File: src/rtl/hilo_pkg.sv
// Shared constants, state encoding and payload types for the HI/LO register stage.
// Optional feature macro: HILO_MADD_EN (accumulate-on-commit, MADD/MADDU).
package hilo_pkg;

   localparam int unsigned HILO_W = 32;
   localparam int unsigned CNT_W  = 4;
   localparam int unsigned PAIR_W = 2 * HILO_W;

   typedef enum logic {
      IDLE = 1'b0,
      BUSY = 1'b1
   } hilo_state_e;

   typedef struct packed {
      logic [HILO_W-1:0] hi;
      logic [HILO_W-1:0] lo;
   } hilo_pair_t;

   // 64-bit wrapping add of two HI/LO pairs; no carry-out is kept
   function automatic hilo_pair_t hilo_add(input hilo_pair_t a, input hilo_pair_t b);
      logic [PAIR_W-1:0] sum;
      sum = PAIR_W'(a) + PAIR_W'(b);
      return hilo_pair_t'(sum);
   endfunction

endpackage

File: src/rtl/hilo_reg_unit_if.sv
// Request/response bundle between the pipeline and the HI/LO register stage.
interface hilo_reg_unit_if;
   import hilo_pkg::*;

   logic              mul_go;
   logic [HILO_W-1:0] mul_hi;
   logic [HILO_W-1:0] mul_lo;
   logic              mul_acc;
   logic              mthi;
   logic              mtlo;
   logic [HILO_W-1:0] wr_data;
   logic              rd_req;
   logic              rd_sel;
   logic [HILO_W-1:0] rd_data;
   logic [HILO_W-1:0] hi;
   logic [HILO_W-1:0] lo;
   logic              busy;
   logic              stall;

   modport master (
      output mul_go, mul_hi, mul_lo, mul_acc, mthi, mtlo, wr_data, rd_req, rd_sel,
      input  rd_data, hi, lo, busy, stall
   );

   modport slave (
      input  mul_go, mul_hi, mul_lo, mul_acc, mthi, mtlo, wr_data, rd_req, rd_sel,
      output rd_data, hi, lo, busy, stall
   );

endinterface

File: src/rtl/hilo_lat_counter.sv
// Multiplier-latency countdown: load on issue, decrement to zero, flag the final cycle.
module hilo_lat_counter #(
   parameter int unsigned CNT_W = 4
) (
   input  logic             clk,
   input  logic             reset,
   input  logic             load,
   input  logic [CNT_W-1:0] load_val,
   output logic             done_c
);

   logic [CNT_W-1:0] cnt;

   always_ff @(posedge clk or posedge reset) begin
      if (reset) begin
         cnt <= '0;
      end else if (load) begin
         cnt <= load_val;
      end else if (cnt != '0) begin
         cnt <= cnt - CNT_W'(1);
      end
   end

   // High during the cycle whose closing edge commits the product
   assign done_c = (cnt == CNT_W'(1));

endmodule

File: src/rtl/hilo_reg_unit.sv
// HI/LO special-register stage downstream of the 32x32 multiplier.
// Optional feature macro: HILO_MADD_EN enables accumulate-on-commit via mul_acc.
module hilo_reg_unit
   import hilo_pkg::*;
#(
   parameter int unsigned LATENCY = 4
) (
   input  logic            clk,
   input  logic            reset,
   hilo_reg_unit_if.slave  io
);

   hilo_state_e state_q, state_d;
   hilo_pair_t  hilo_q, hilo_d;
   hilo_pair_t  prod_q, prod_d;
   hilo_pair_t  commit_val;
   logic        cnt_load;
   logic        cnt_done_c;
   logic        busy;

   hilo_lat_counter #(
      .CNT_W (CNT_W)
   ) u_lat_counter (
      .clk      (clk),
      .reset    (reset),
      .load     (cnt_load),
      .load_val (CNT_W'(LATENCY)),
      .done_c   (cnt_done_c)
   );

`ifdef HILO_MADD_EN
   logic acc_q, acc_d;

   always_ff @(posedge clk or posedge reset) begin
      if (reset) begin
         acc_q <= 1'b0;
      end else begin
         acc_q <= acc_d;
      end
   end

   // Accumulate uses HI/LO as they stand at the commit edge
   assign commit_val = acc_q ? hilo_add(hilo_q, prod_q) : prod_q;
`else
   logic mul_acc_unused;

   assign mul_acc_unused = io.mul_acc;
   assign commit_val     = prod_q;
`endif

   // State, product capture and HI/LO flops
   always_ff @(posedge clk or posedge reset) begin
      if (reset) begin
         state_q <= IDLE;
         hilo_q  <= '0;
         prod_q  <= '0;
      end else begin
         state_q <= state_d;
         hilo_q  <= hilo_d;
         prod_q  <= prod_d;
      end
   end

   // Next-state: MT writes and issue only in IDLE; BUSY just waits for the commit
   always_comb begin
      state_d  = state_q;
      hilo_d   = hilo_q;
      prod_d   = prod_q;
      cnt_load = 1'b0;
`ifdef HILO_MADD_EN
      acc_d    = acc_q;
`endif
      case (state_q)
         IDLE: begin
            if (io.mthi) begin
               hilo_d.hi = io.wr_data;
            end
            if (io.mtlo) begin
               hilo_d.lo = io.wr_data;
            end
            if (io.mul_go) begin
               prod_d   = hilo_pair_t'({io.mul_hi, io.mul_lo});
               cnt_load = 1'b1;
               state_d  = BUSY;
`ifdef HILO_MADD_EN
               acc_d    = io.mul_acc;
`endif
            end
         end
         BUSY: begin
            if (cnt_done_c) begin
               hilo_d  = commit_val;
               state_d = IDLE;
            end
         end
      endcase
   end

   assign busy       = (state_q == BUSY);
   assign io.busy    = busy;
   assign io.stall   = busy & (io.mul_go | io.mthi | io.mtlo | io.rd_req);
   assign io.hi      = hilo_q.hi;
   assign io.lo      = hilo_q.lo;
   assign io.rd_data = io.rd_sel ? hilo_q.hi : hilo_q.lo;

endmodule

File: src/flat_wrapper.sv
// flat-port wrapper written by rule: the top's interface ports become plain ports
module hilo_reg_unit_flat import hilo_pkg::*;
#(
   parameter int unsigned LATENCY = 4
)
  (clk, reset, io_mul_go, io_mul_hi, io_mul_lo, io_mul_acc, io_mthi, io_mtlo, io_wr_data, io_rd_req, io_rd_sel, io_rd_data, io_hi, io_lo, io_busy, io_stall);
  hilo_reg_unit_if io_i ();
  input  logic clk;
  input  logic reset;
  input wire logic [$bits(io_i.mul_go)-1:0] io_mul_go;
  input wire logic [$bits(io_i.mul_hi)-1:0] io_mul_hi;
  input wire logic [$bits(io_i.mul_lo)-1:0] io_mul_lo;
  input wire logic [$bits(io_i.mul_acc)-1:0] io_mul_acc;
  input wire logic [$bits(io_i.mthi)-1:0] io_mthi;
  input wire logic [$bits(io_i.mtlo)-1:0] io_mtlo;
  input wire logic [$bits(io_i.wr_data)-1:0] io_wr_data;
  input wire logic [$bits(io_i.rd_req)-1:0] io_rd_req;
  input wire logic [$bits(io_i.rd_sel)-1:0] io_rd_sel;
  output wire logic [$bits(io_i.rd_data)-1:0] io_rd_data;
  output wire logic [$bits(io_i.hi)-1:0] io_hi;
  output wire logic [$bits(io_i.lo)-1:0] io_lo;
  output wire logic [$bits(io_i.busy)-1:0] io_busy;
  output wire logic [$bits(io_i.stall)-1:0] io_stall;
  assign io_i.mul_go = io_mul_go;
  assign io_i.mul_hi = io_mul_hi;
  assign io_i.mul_lo = io_mul_lo;
  assign io_i.mul_acc = io_mul_acc;
  assign io_i.mthi = io_mthi;
  assign io_i.mtlo = io_mtlo;
  assign io_i.wr_data = io_wr_data;
  assign io_i.rd_req = io_rd_req;
  assign io_i.rd_sel = io_rd_sel;
  assign io_rd_data = io_i.rd_data;
  assign io_hi = io_i.hi;
  assign io_lo = io_i.lo;
  assign io_busy = io_i.busy;
  assign io_stall = io_i.stall;
  hilo_reg_unit #(.LATENCY(LATENCY)) u_core (.clk(clk), .reset(reset), .io(io_i));
endmodule
File: config.mk
export PLATFORM = sky130hd
export DESIGN_NAME = hilo_reg_unit_flat
export DESIGN_NICKNAME = d
export VERILOG_FILES = /design/src/rtl/hilo_pkg.sv /design/src/rtl/hilo_reg_unit_if.sv /design/src/rtl/hilo_lat_counter.sv /design/src/rtl/hilo_reg_unit.sv /design/src/flat_wrapper.sv
export SDC_FILE = /design/constraint.sdc
export NUM_CORES = 1
export LEC_CHECK = 0
export ABC_CLOCK_PERIOD_IN_PS = 4800
export BUFFER_PORTS_ARGS = -buffer_cell sky130_fd_sc_hd__buf_2
export CORE_ASPECT_RATIO = 0.9
export CORE_MARGIN = 2
export CORE_UTILIZATION = 46
export DETAILED_ROUTE_END_ITERATION = 8
export PLACE_DENSITY = 0.77
export SLEW_MARGIN = 40
export SYNTH_ARGS = -nofsm -noshare
export SYNTH_HDL_FRONTEND = slang
export SYNTH_SLANG_ARGS = --single-unit
File: constraint.sdc
create_clock -name clk -period 4.8 [get_ports clk]
set_clock_uncertainty 0.15 [all_clocks]
set_input_delay 0.96 -clock clk [delete_from_list [all_inputs] [get_ports clk]]
set_output_delay 0.96 -clock clk [all_outputs]
set_load 0.005 [all_outputs]
* Word level (Yosys, flattened, before mapping)
Index checks and enable logic that the tools add are counted.
** Cells by class
- Add/sub/neg operators :: 1
- Equal/unequal tests :: 4
- Muxes and demuxes :: 11
- Bitwise gates (word level) :: 5
- Reductions and logical operators :: 5
** Operators with widths (count)
- $pmux W64 S2 :: 1
- $mux W32 :: 3
- $mux W64 :: 1
- $mux W4 :: 2
- $ne A2 B2 Y1 const B :: 3
- $reduce_and A2 Y1 :: 3
- $eq A4 B1 Y1 const B :: 1
- $reduce_bool A4 Y1 :: 1
- $sub A4 B1 Y4 const B :: 1
- $mux W1 :: 3
- $or A1 B1 Y1 :: 3
- $pmux W1 S2 :: 1
- $reduce_bool A2 Y1 :: 1
- $and A1 B1 Y1 :: 1
- $not A1 Y1 :: 1
** Storage, ports and cells
- Flip-flop bits (word level) :: 133
- Input port bits :: 104
- Output and inout port bits :: 98
- Logic and storage cells :: 32

* Logic depth before layout (Yosys ltp)
Gate-level depths: netlist of run 1.
- Depth in word-level cells :: 4
- Depth in mapped cells :: 7
- Gate-level depth less buffers :: 5

* Cells and area by module
Synthesis of run 1 repeated with hierarchy kept, for this count alone.
** Second synthesis, totals
- Cell total of the unflattened synthesis :: 477
- Area total of the unflattened synthesis :: 6398.6 um^2
** Modules (own cells, without submodules)
- hilo_reg_unit :: instances 1, cells each 451, area an instance 6132.1 um^2, seq. area each 3228.1 um^2
- hilo_lat_counter :: instances 1, cells each 26, area an instance 266.5 um^2, seq. area each 100.1 um^2

* Worst setup path after synthesis of run 1
Ideal clock, no wire load.
- Path type :: input to output
- Start point :: in io_rd_sel
- End point :: out io_rd_data[10]
- Arrival time :: 1695 ps
- Data required time :: 3690 ps
- Slack :: 1995 ps
- Cell stages on the path :: 3
- Buffers on the path :: 2
- Cells stage by stage :: clkbuf_1 > buf_2 > mux2_2
** Between the ends
- Word-level cells in the longest chain between the ends :: 1
** Ends and longest elaborated chain
- start: declaration :: RTL line flat_wrapper.sv:18 : input wire logic [$bits(io_i.rd_sel)-1:0] io_rd_sel;
- $mux W32 :: RTL line hilo_reg_unit.sv:104 : assign io.rd_data = io.rd_sel ? hilo_q.hi : hilo_q.lo;
- end: declaration :: RTL line flat_wrapper.sv:19 : output wire logic [$bits(io_i.rd_data)-1:0] io_rd_data;
No other way between the ends.

* Final worst setup path of run 1
- Start point :: in io_rd_sel
- End point :: out io_rd_data[22]
Same word-level chain as after synthesis.

==> results of run 1 <==
-- registers in the layout (all words and copies together), names as in the netlist --
| signal | count |
|---|---|
| u_core.u_lat_counter.cnt | 4 |
| u_core.io.lo | 32 |
| u_core.io.hi | 32 |
| u_core.io.busy | 1 |
| u_core.commit_val | 64 |
-- power by group through the flow --
stage	clock network (mW)	registers (mW)	logic, mW
final	1.41	2.15	2.62
after global routing	1.50	2.24	2.89
after CTS	1.44	2.15	2.67
after detailed placement	0	2.15	2.65
after global placement	0	2.11	2.53
after floorplan	0	2.03	1.99
-- logic make-up after synthesis --
group | count (synthesis)
compound gates | 6
xor+xnor | 1
fa+ha+maj | 3
buf+inv | 35
flops | 133
mux | 161
simple gates | 172
-- cell type report --
type                       count  area, µm²  share of cell area [%]
tap                          168      210.2                   2.563
clock inverter                 7      140.1                   1.709
timing repair buffer         206       1081                   13.18
inverter                       6      27.53                  0.3356
clock buffer                  25      515.5                   6.285
sequential                   133       3332                   40.63
multi-input combinational    343       2895                   35.30
-- placed cells by master, fill, tap and decap left out --
| cell | Yosys | routed |
|---|---|---|
| mux2_2 | 98 | 98 |
| buf_12 | 0 | 2 |
| clkbuf_16 | 0 | 17 |
| nor2_1 | 7 | 7 |
| nor2b_4 | 0 | 1 |
| nand2b_1 | 32 | 32 |
| mux2_4 | 60 | 60 |
| inv_6 | 0 | 1 |
| clkinvlp_4 | 0 | 2 |
| buf_4 | 2 | 4 |
| nor4_1 | 1 | 1 |
| mux2i_1 | 1 | 1 |
| a21oi_1 | 1 | 1 |
| a21oi_4 | 2 | 2 |
| and4bb_4 | 1 | 1 |
| clkbuf_1 | 8 | 2 |
| nor3_1 | 1 | 1 |
| or3b_2 | 1 | 1 |
| o21ai_0 | 2 | 2 |
| buf_2 | 11 | 199 |
| dfrtp_4 | 0 | 1 |
| clkbuf_8 | 0 | 6 |
| xnor2_1 | 1 | 1 |
| clkinv_2 | 0 | 1 |
| bufinv_16 | 0 | 4 |
| dfrtp_1 | 133 | 132 |
| mux2_1 | 2 | 2 |
| nand2_1 | 128 | 128 |
| ha_1 | 3 | 3 |
| inv_1 | 6 | 5 |
| a211oi_1 | 1 | 1 |
| buf_8 | 0 | 1 |
-- layer usage --
metal  up-vias  global-route usage [%]  routed length (µm)
li1       2103                       -                   -
met1      2155                   23.81                6137
met2       145                   34.22                7156
met3        18                   6.001                 777
met4         0                   6.957                 170
met5         -                       0                   0
-- metrics by stage --
stage / total power [mW] / hold WS [ns]
2_1_floorplan: 4.022 / 0.3304
3_3_place_gp: 4.640 / 0.3388
3_5_place_dp: 4.802 / 0.3449
4_1_cts: 6.249 / 0.3575
5_1_grt: 6.624 / 0.3728
6_report: 6.182 / 0.3547
-- worst paths after layout --
| kind | startpoint | endpoint | slack (ns) | cells past startpoint |
|---|---|---|---|---|
| worst max-delay path | io_rd_sel | io_rd_data[22] | 1.77 | 3 |
| worst min-delay path | u_core.commit_val[2] | u_core.commit_val[2] | 0.35 | 1 |
| worst max register to register | u_core.io.busy | u_core.io.lo[30] | 2.04 | 4 |
| worst min register to register | u_core.commit_val[2] | u_core.commit_val[2] | 0.35 | 1 |
| max in group asynchronous | reset | u_core.commit_val[43] | 3.19 | 3 |
| min in group asynchronous | reset | u_core.io.lo[12] | 0.53 | 2 |
-- worst register-to-register path: stages, from the launching register on --
cell and delay [ns]:
dfrtp_4 0.73, inv_1 0.24, a21oi_4 0.61, buf_4 0.52, mux2_2 0.40
==> reports/qor_table.md, run 1 <==
| Parameter | Reported |
|---|---|
| Number of buffers created by CTS | 17 |
| Leakage | 4.369 nW |
| Final TNS setup | 0 ns |
| Logic gate share of total power | 42.5% |
| Share of synthesized cell area in full adder, half adder and majority cells | 0.5839% |
| Top cells by area, synth | dfrtp_1 (52%), mux2_2 (17%), mux2_4 (14%) |
| Worst-path cell with the longest stage delay | buf_4 |
| Max H-tree Level | 4 |
| Placed standard-cell area | 7541 µm² |
| Post-Layout Cell Count | 888 |
| Cell class contributing the biggest share of worst-path delay | buffers and inverters |
| Worst Path Arrival | 1.92 ns |
| Maximum vdd ir drop | 0.0003607 V |
| Total global routing track utilization | 19.82% |
| Final Max Tran Viols | 0 |
| Unrepaired setup endpoints after global routing | no |
| Final Critical Period | 3.028 ns |
| Fraction of synthesized cell area taken by the top area cell type | 51.77% |
| I/O Pins | 202 |
| Die extent in y | 116.2 µm |
| Setup slack of the critical path after layout | 1.772 ns |
| Switch share | 31.31% |
| Remaining DRCs | 0 |
| Cell-by-cell trace of the critical path | buf_4 -> mux2_2 -> buf_2 |
| FMAX | 0.3303 GHz |
| CTS hold repair buffers | 0 |
| Fin util | 60.69% |
| Syn nets | 618 |
| Worst-skew pair later-pin latency | 0.41 ns |
| Leading cell types by count after synthesis | dfrtp_1 (133), nand2_1 (128), mux2_2 (98) |
| Total detailed-routing wirelength | 14240 µm |
| Synthesized flop and latch total | 133 |
| Maximum clock insertion buffer count | 2 |
| XOR/XNOR Fraction of Synth Area | 0.1362% |
| Number of antenna violations at the first check in global routing | 0 |
| Outcome | completed |
| Vias in the first global route | 4611 |
| Internal Pwr Total | 4.246 mW |
| PortBufs | 200 |
| Placed cell count | 856 |
| Std cell rows | 40 |
| Transition time at the pin with the least slew margin | 0.7457 ns |
| Fill count | 1050 |
| Clock-pin slew on the worst setup and hold paths | 0.05 ns |
| Final period util | 63.08% |
| Number of nets with antenna violations after routing | 0 |
| Starting DRT DRC Count | 207 |
| Critical path start-end classification | in -> out |
| Clock power share | 22.8% |
| Path class of the lowest-slack min-delay path | reg -> reg |
| Endpoint kind of the worst setup timing path | output pin |
| Max-cap check violation count | 0 |
| Sequential cell area fraction in the yosys report | 51.77% |
| Per-cell routed wire length | 16.04 µm |
| Post-route cell area | 8202 µm² |
| Worst Setup Start Kind | primary input |
| Post-synthesis async set-or-reset flop share | 100.0% |
| Clock tree from TritonCTS | built |
| Total net switching power | 1.935 mW |
| Number of buffers inserted to repair setup after CTS | 0 |
| Post-synth EDFFs | 0 |
| Longest individual stage delay on the worst path | 0.41 ns |
| Per-instance average area after synthesis | 12.58 µm² |
| Rel. slew slack | 50.17% |
| Die Footprint | 14940 µm² |
| Mapped Cells | 511 |
| Worst Path Required | 3.69 ns |
| Synth-to-Final Area Change | 27.58% |
| Synthesized area | 6429 µm² |
| Number of distinct library cell variants in the gate-level netlist after synthesis | 24 |
| Combined buffer and inverter count along the critical path | 2 |
| Flop pwr share | 34.7% |
| Maximum number of pins on one net before global-route repair | 81 |
| Buffer type at the clock tree root | clkbuf_16 |
| Via count | 4421 |
| Power density cells | 753.7 nW/µm² |
| Number of failing hold endpoints at the final stage | 0 |
| Vias/cell | 4.979 |
| CTS sink count | 133 |
| Antenna diode instance count | 0 |
| First-pass GRT wire length | 22890 µm |
| Final global-route overflow total | 0 |
| Initial Utilization | 47.57% |
| Biggest fanout along the worst timing path | 32 |
| Ys flop type | dfrtp_1 |
| Number of setup violations in the final report | 0 |
| Final weighted congestion in routability-driven placement | 0.7643 |
| Post-synthesis compound-gate area fraction | 0.8564% |
| Total core area | 13510 µm² |
| Pre-antenna DRT Iters | 4 |
| Count leader, synth | dfrtp_1 |
| Dominant combinational cell family by area after synthesis | multiplexers |
| DP Worst Slack | 1.514 ns |
| Yosys warnings | 0 |
| Post-CTS Resized | 0 |
| Fraction of the mapped netlist area in simple logic gates | 11.66% |
| Die width | 128.6 µm |
| Share of synthesized area spent on multiplexers | 31.69% |
| Final layout net count | 814 |
| Proportion of layout cells with a drive suffix above 1 | 55.69% |
| HPWL after detailed placement | 9875 µm |
| Post-synth top area cell | dfrtp_1 |
Power figures use the tool's default switching activity.
==> run 2: changes to the inputs <==
--- a/config.mk
+++ b/config.mk
@@ -5,7 +5,8 @@
 export SDC_FILE = /design/constraint.sdc
 export NUM_CORES = 1
 export LEC_CHECK = 0
-export ABC_CLOCK_PERIOD_IN_PS = 4800
+export ABC_AREA = 1
+export ABC_CLOCK_PERIOD_IN_PS = 2400
 export BUFFER_PORTS_ARGS = -buffer_cell sky130_fd_sc_hd__buf_2
 export CORE_ASPECT_RATIO = 0.9
 export CORE_MARGIN = 2
==> constraint.sdc (replaced) <==
create_clock -name clk -period 2.4 [get_ports clk]
set_clock_uncertainty 0.15 [all_clocks]
set_input_delay 0.48 -clock clk [delete_from_list [all_inputs] [get_ports clk]]
set_output_delay 0.48 -clock clk [all_outputs]
set_load 0.005 [all_outputs]
==> reports/qor_table.md, run 2 <==
| Parameter | Reported |
|---|---|
| Sequential cell area fraction in the yosys report | 52.43% |
| Endpoint kind of the worst setup timing path | output pin |
| XOR/XNOR Fraction of Synth Area | 0% |
| Number of distinct library cell variants in the gate-level netlist after synthesis | 19 |
| Switch share | 38.66% |
| Final period util | 83.20% |
| Final layout net count | 1060 |
| Number of antenna violations at the first check in global routing | 1 |
| Fraction of the mapped netlist area in simple logic gates | 28.52% |
| Post-synthesis compound-gate area fraction | 5.283% |
| Worst Path Required | 1.77 ns |
| CTS sink count | 133 |
| Antenna diode instance count | 0 |
| Leading cell types by count after synthesis | nand2_1 (300), dfrtp_1 (133), nand3_1 (100) |
| Number of buffers created by CTS | 17 |
| HPWL after detailed placement | 11560 µm |
| Starting DRT DRC Count | 408 |
| Number of nets with antenna violations after routing | 0 |
| Max H-tree Level | 4 |
| Fill count | 1269 |
| Worst-skew pair later-pin latency | 0.42 ns |
| Remaining DRCs | 0 |
| Post-route worst hold slack | 0.01221 ns |
| Power after layout | 10.67 mW |
| Max-cap check violation count | 0 |
| Die extent in y | 115.4 µm |
| Dominant combinational cell family by area after synthesis | simple AND/OR/NAND/NOR gates |
| Top cells by area, synth | dfrtp_1 (52%), nand2_1 (18%), nand3_1 (7.9%) |
| FMAX | 0.5008 GHz |
| Total detailed-routing wirelength | 17590 µm |
| Maximum clock insertion buffer count | 2 |
| DP Worst Slack | 0.4647 ns |
| Total global routing track utilization | 24.52% |
| Share of synthesized area spent on multiplexers | 5.677% |
| Internal Pwr Total | 6.542 mW |
| Std cell rows | 40 |
| Die width | 127.8 µm |
| Final Critical Period | 1.997 ns |
| Ys flop type | dfrtp_1 |
| Worst Path Arrival | 1.37 ns |
| Post-synth EDFFs | 0 |
| Unrepaired setup endpoints after global routing | no |
| Yosys warnings | 0 |
| Setup slack of the critical path after layout | 0.4032 ns |
| I/O Pins | 202 |
| Area of the multi-input gates | 2549 µm² |
| Initial Utilization | 47.32% |
| Flip-flop count of the largest register after layout | 64 |
| Post-synthesis async set-or-reset flop share | 100.0% |
| Number of buffers inserted to repair setup after CTS | 0 |
| Maximum vdd ir drop | 0.0005966 V |
| Power density cells | 1338 nW/µm² |
| Flop pwr share | 37.4% |
| Synthesized flop and latch total | 133 |
| Final weighted congestion in routability-driven placement | 0.8168 |
| FF+latch area | 3329 µm² |
| Buffer type at the clock tree root | clkbuf_16 |
| Syn nets | 876 |
| Logic gate share of total power | 40.8% |
| Path class of the lowest-slack min-delay path | in -> async |
| Proportion of layout cells with a drive suffix above 1 | 28.94% |
| Final global-route overflow total | 0 |
| Share of synthesized cell area in full adder, half adder and majority cells | 0.5914% |
| Clock tree from TritonCTS | built |
| Cell-by-cell trace of the critical path | inv_4 -> a21oi_1 -> buf_2 |
| Biggest fanout along the worst timing path | 27 |
| Pre-antenna DRT Iters | 5 |
| First-pass GRT wire length | 27950 µm |
| Number of failing hold endpoints at the final stage | 0 |
| Worst-path cell with the longest stage delay | dfrtp_2 |
| Post-synth top area cell | dfrtp_1 |
| Per-instance average area after synthesis | 8.254 µm² |
| Vias/cell | 5.073 |
| Final Max Tran Viols | 0 |
| PortBufs | 200 |
| Outcome | completed |
| Final TNS setup | 0 ns |
| Clock power share | 21.7% |
| Count leader, synth | nand2_1 |
| Fraction of synthesized cell area taken by the top area cell type | 52.43% |
| Total core area | 13410 µm² |
| Rel. slew slack | 67.96% |
| Transition time at the pin with the least slew margin | 0.4805 ns |
| Fin util | 59.43% |
| Die Footprint | 14760 µm² |
| Total net switching power | 4.124 mW |
| Via count | 5743 |
| Longest individual stage delay on the worst path | 0.49 ns |
| CTS hold repair buffers | 0 |
| Commonest cells after routing, fill and taps aside | nand2_1 (300), buf_2 (200), dfrtp_1 (132) |
| Mapped Cells | 769 |
| Worst Setup Start Kind | register |
| Critical path start-end classification | reg -> out |
| Vias in the first global route | 5502 |
| Post-CTS Resized | 0 |
| Leakage | 4.531 nW |
| Per-cell routed wire length | 15.54 µm |
| Synthesized area | 6347 µm² |
| Number of setup violations in the final report | 0 |
| Most frequent standard cell in the layout excluding fill and tap cells | nand2_1 |
| Synth-to-Final Area Change | 25.59% |
| Maximum number of pins on one net before global-route repair | 103 |
| Clock-pin slew on the worst setup and hold paths | 0.05 ns |
run 2: changes by cell type in the layout (fill, tap and decap cells not counted), sizes merged, moves of 2 or more:
cell / before / now
bufinv: 4 / 0
buf: 206 / 217
clkbuf: 25 / 27
inv: 6 / 39
nand3: 0 / 101
a21oi: 3 / 33
nand2: 128 / 303
o21ai: 2 / 34
nor2: 7 / 36
mux2: 160 / 32
nand4: 0 / 2
nand2b: 32 / 0
run 2: area by class of cell:
cell class	instances	area share, %
Timing Repair Buffer	217	15.10
Sequential cell	133	41.77
Multi-Input combinational cell	544	31.97
Clock inverter	3	0.2511
Clock buffer	27	6.310
Inverter	40	1.962
Tap cell	168	2.637
run 2: final timing paths:
| path | from | to | slack, ns | cells after the start |
|---|---|---|---|---|
| setup reg to reg | u_core.u_lat_counter.cnt[1] | u_core.io.lo[17] | 0.53 | 7 |
| hold / removal | reset | u_core.io.hi[7] | 0.01 | 3 |
| min in group clk | io_mul_lo[29] | u_core.commit_val[29] | 0.14 | 3 |
| max in group asynchronous | reset | u_core.io.busy | 1.69 | 3 |
| setup / recovery | u_core.io.busy | io_stall | 0.40 | 3 |
| hold reg to reg | u_core.commit_val[14] | u_core.commit_val[14] | 0.32 | 2 |
run 2: cells by family after synthesis:
family	after synthesis
adders and majority gates	3
DFF	133
and+or+nand+nor	442
buffers and inverters	92
muxes	32
AOI/OAI and AO/OA	67
run 2: critical path, delay by kind of cell (launching register included):
family / cells / cell delay, ns
flops: 1 / 0.49
buf+inv: 2 / 0.40
compound gates: 1 / 0.06
run 2: power groups by stage:
stage               Clock, mW  Combinational [mW]  Sequential [mW]
floorplan                   0                2.89             3.88
global placement            0                4.22             3.97
detailed placement          0                4.36             4.01
CTS                      2.35                4.40             3.99
global route             2.46                4.98             4.11
finish                   2.32                4.36             3.99
run 2: routing by layer:
metal  GRT usage [%]  part of all wire (%)  vias to the layer above
met5               0                 0.063                        -
met4           6.886                   1.3                        2
met3           5.171                   6.1                       25
met2           40.50                    48                      203
met1           33.19                    44                     2688
li1                -                     -                     2825
run 2: per-stage QoR:
| stage | area [µm²] | instances |
|---|---|---|
| after global routing | 7971 | 1132 |
| after global placement | 7448 | 1102 |
| final | 7971 | 1132 |
| after detailed placement | 7448 | 1102 |
| after floorplan | 6351 | 769 |
| after CTS | 7971 | 1132 |
==> run 3: changes to the inputs <==
--- a/config.mk
+++ b/config.mk
@@ -5,14 +5,14 @@
 export SDC_FILE = /design/constraint.sdc
 export NUM_CORES = 1
 export LEC_CHECK = 0
-export ABC_AREA = 1
-export ABC_CLOCK_PERIOD_IN_PS = 2400
+export ABC_AREA = 0
+export ABC_CLOCK_PERIOD_IN_PS = 2020
 export BUFFER_PORTS_ARGS = -buffer_cell sky130_fd_sc_hd__buf_2
 export CORE_ASPECT_RATIO = 0.9
 export CORE_MARGIN = 2
-export CORE_UTILIZATION = 46
+export CORE_UTILIZATION = 51
 export DETAILED_ROUTE_END_ITERATION = 8
-export PLACE_DENSITY = 0.77
+export PLACE_DENSITY = 0.81
 export SLEW_MARGIN = 40
 export SYNTH_ARGS = -nofsm -noshare
 export SYNTH_HDL_FRONTEND = slang
==> constraint.sdc (replaced) <==
create_clock -name clk -period 2.02 [get_ports clk]
set_clock_uncertainty 0.15 [all_clocks]
set_input_delay 0.404 -clock clk [delete_from_list [all_inputs] [get_ports clk]]
set_output_delay 0.404 -clock clk [all_outputs]
set_load 0.005 [all_outputs]
==> reports/qor_table.md, run 3 (synthesis gave the netlist of run 1 again) <==
| Parameter | Reported |
|---|---|
| Outcome | completed |
| Leakage | 4.386 nW |
| Number of nets with antenna violations after routing | 0 |
| Worst Setup Start Kind | register |
| CP Depth | 5 |
| Number of failing hold endpoints at the final stage | 0 |
| Pre-antenna DRT Iters | 4 |
| Clock tree from TritonCTS | built |
| Vias/cell | 4.999 |
| Via count | 4424 |
| Number of buffers created by CTS | 17 |
| Post-route cell area | 8219 µm² |
| PortBufs | 200 |
| DP Worst Slack | 0.1061 ns |
| Placed standard-cell area | 7622 µm² |
| Biggest fanout along the worst timing path | 11 |
| Worst Path Required | 2.16 ns |
| HPWL after detailed placement | 9783 µm |
| Final Max Tran Viols | 0 |
| Final global-route overflow total | 0 |
| Power density cells | 1770 nW/µm² |
| Initial Utilization | 52.82% |
| Buffer type at the clock tree root | clkbuf_16 |
| R2R cell count | 5 |
| Number of buffers inserted to repair setup after CTS | 0 |
| Most frequent standard cell in the layout excluding fill and tap cells | buf_2 |
| Final period util | 95.85% |
| Total core area | 12170 µm² |
| I/O Pins | 202 |
| Total global routing track utilization | 22.55% |
| Maximum number of pins on one net before global-route repair | 85 |
| Maximum clock insertion buffer count | 2 |
| Worst-path cell with the longest stage delay | dfrtp_1 |
| Critical path start-end classification | reg -> reg |
| Starting DRT DRC Count | 194 |
| Flip-flop count of the largest register after layout | 64 |
| Final layout net count | 820 |
| Rel. slew slack | 74.94% |
| Endpoint kind of the worst setup timing path | register |
| Worst hold path cell count | 2 |
| Worst Path Arrival | 2.08 ns |
| Cell class contributing the biggest share of worst-path delay | flip-flops |
| Number of antenna violations at the first check in global routing | 2 |
| Longest individual stage delay on the worst path | 0.42 ns |
| Per-cell routed wire length | 16.27 µm |
| Clock-pin slew on the worst setup and hold paths | 0.06 ns |
| Remaining DRCs | 0 |
| Cell-by-cell trace of the critical path | ha_1 -> and4bb_4 -> a21oi_4 -> buf_4 -> mux2_2 |
| First-pass GRT wire length | 23580 µm |
| Unrepaired setup endpoints after global routing | no |
| Final Critical Period | 1.936 ns |
| Path class of the lowest-slack min-delay path | in -> reg |
| Synth-to-Final Area Change | 27.85% |
| Die extent in y | 110.5 µm |
| Vias in the first global route | 4645 |
| CTS sink count | 133 |
| Proportion of layout cells with a drive suffix above 1 | 55.46% |
| Combined buffer and inverter count along the critical path | 1 |
| Total detailed-routing wirelength | 14400 µm |
| Commonest cells after routing, fill and taps aside | buf_2 (200), dfrtp_1 (132), nand2_1 (128) |
| Number of setup violations in the final report | 0 |
| Maximum vdd ir drop | 0.0009351 V |
| Max H-tree Level | 4 |
| Fill count | 896 |
| Die width | 122.3 µm |
| Setup slack of the critical path after layout | 0.08384 ns |
| Worst-skew pair later-pin latency | 0.41 ns |
| Max-cap check violation count | 0 |
| Transition time at the pin with the least slew margin | 0.3759 ns |
| Final weighted congestion in routability-driven placement | 0.8106 |
| Std cell rows | 38 |
| Die Footprint | 13520 µm² |
| FMAX | 0.5165 GHz |
==> run 3: layout make-up <==
cell class	instances	area (µm²)	area share [%]
flip-flops and latches	133	3329	40.51
clock inverters	5	100.1	1.218
diodes	2	5.005	0.06089
well taps	160	200.2	2.436
repair buffers	212	1181	14.37
clock buffers	24	481.7	5.861
inverters	6	26.28	0.3197
multi-input cells	343	2895	35.23
==> run 3: where the power goes <==
part           internal (mW)  switching [mW]  leakage (nW)
clock                   2.01            1.05         0.286
combinational           3.87            2.59          2.50
sequential              4.07           0.954          1.60
==> run 3: worst paths after layout <==
path	from	endpoint	slack [ns]
hold / removal	io_mul_hi[18]	u_core.commit_val[50]	0.07
setup reg to reg	u_core.u_lat_counter.cnt[0]	u_core.io.lo[30]	0.08
setup / recovery	u_core.u_lat_counter.cnt[0]	u_core.io.lo[30]	0.08
min in group asynchronous	reset	u_core.commit_val[9]	0.54
max in group asynchronous	reset	u_core.io.busy	0.86
hold reg to reg	u_core.commit_val[16]	u_core.commit_val[16]	0.35
==> run 3: metrics by stage <==
stage	util [%]	power, mW	std cells	hold WS [ns]	setup TNS, ns
2_1_floorplan	-	9.559	511	0.3304	-24.63
3_3_place_gp	62.62	11.21	853	0.3394	0
5_1_grt	67.51	15.58	884	0.05910	0
3_5_place_dp	62.62	11.56	853	0.3452	0
6_report	67.53	14.55	885	0.06920	0
4_1_cts	67.49	14.70	883	0.05235	0
==> run 3: what timing repair did <==
item | CTS | global route
endpoints found under the hold margin | 105 | 0
resized for setup | 0 | 0
hold buffers | 1 | 0
==> run 3: layer usage <==
| layer | GRT usage [%] | up-vias | part of all wire, % |
|---|---|---|---|
| met3 | 5.062 | 14 | 5.6 |
| met4 | 8.276 | 0 | 1.3 |
| met2 | 39.04 | 135 | 52 |
| met1 | 27.20 | 2165 | 41 |
| met5 | 0 | - | 0 |
| li1 | - | 2110 | - |
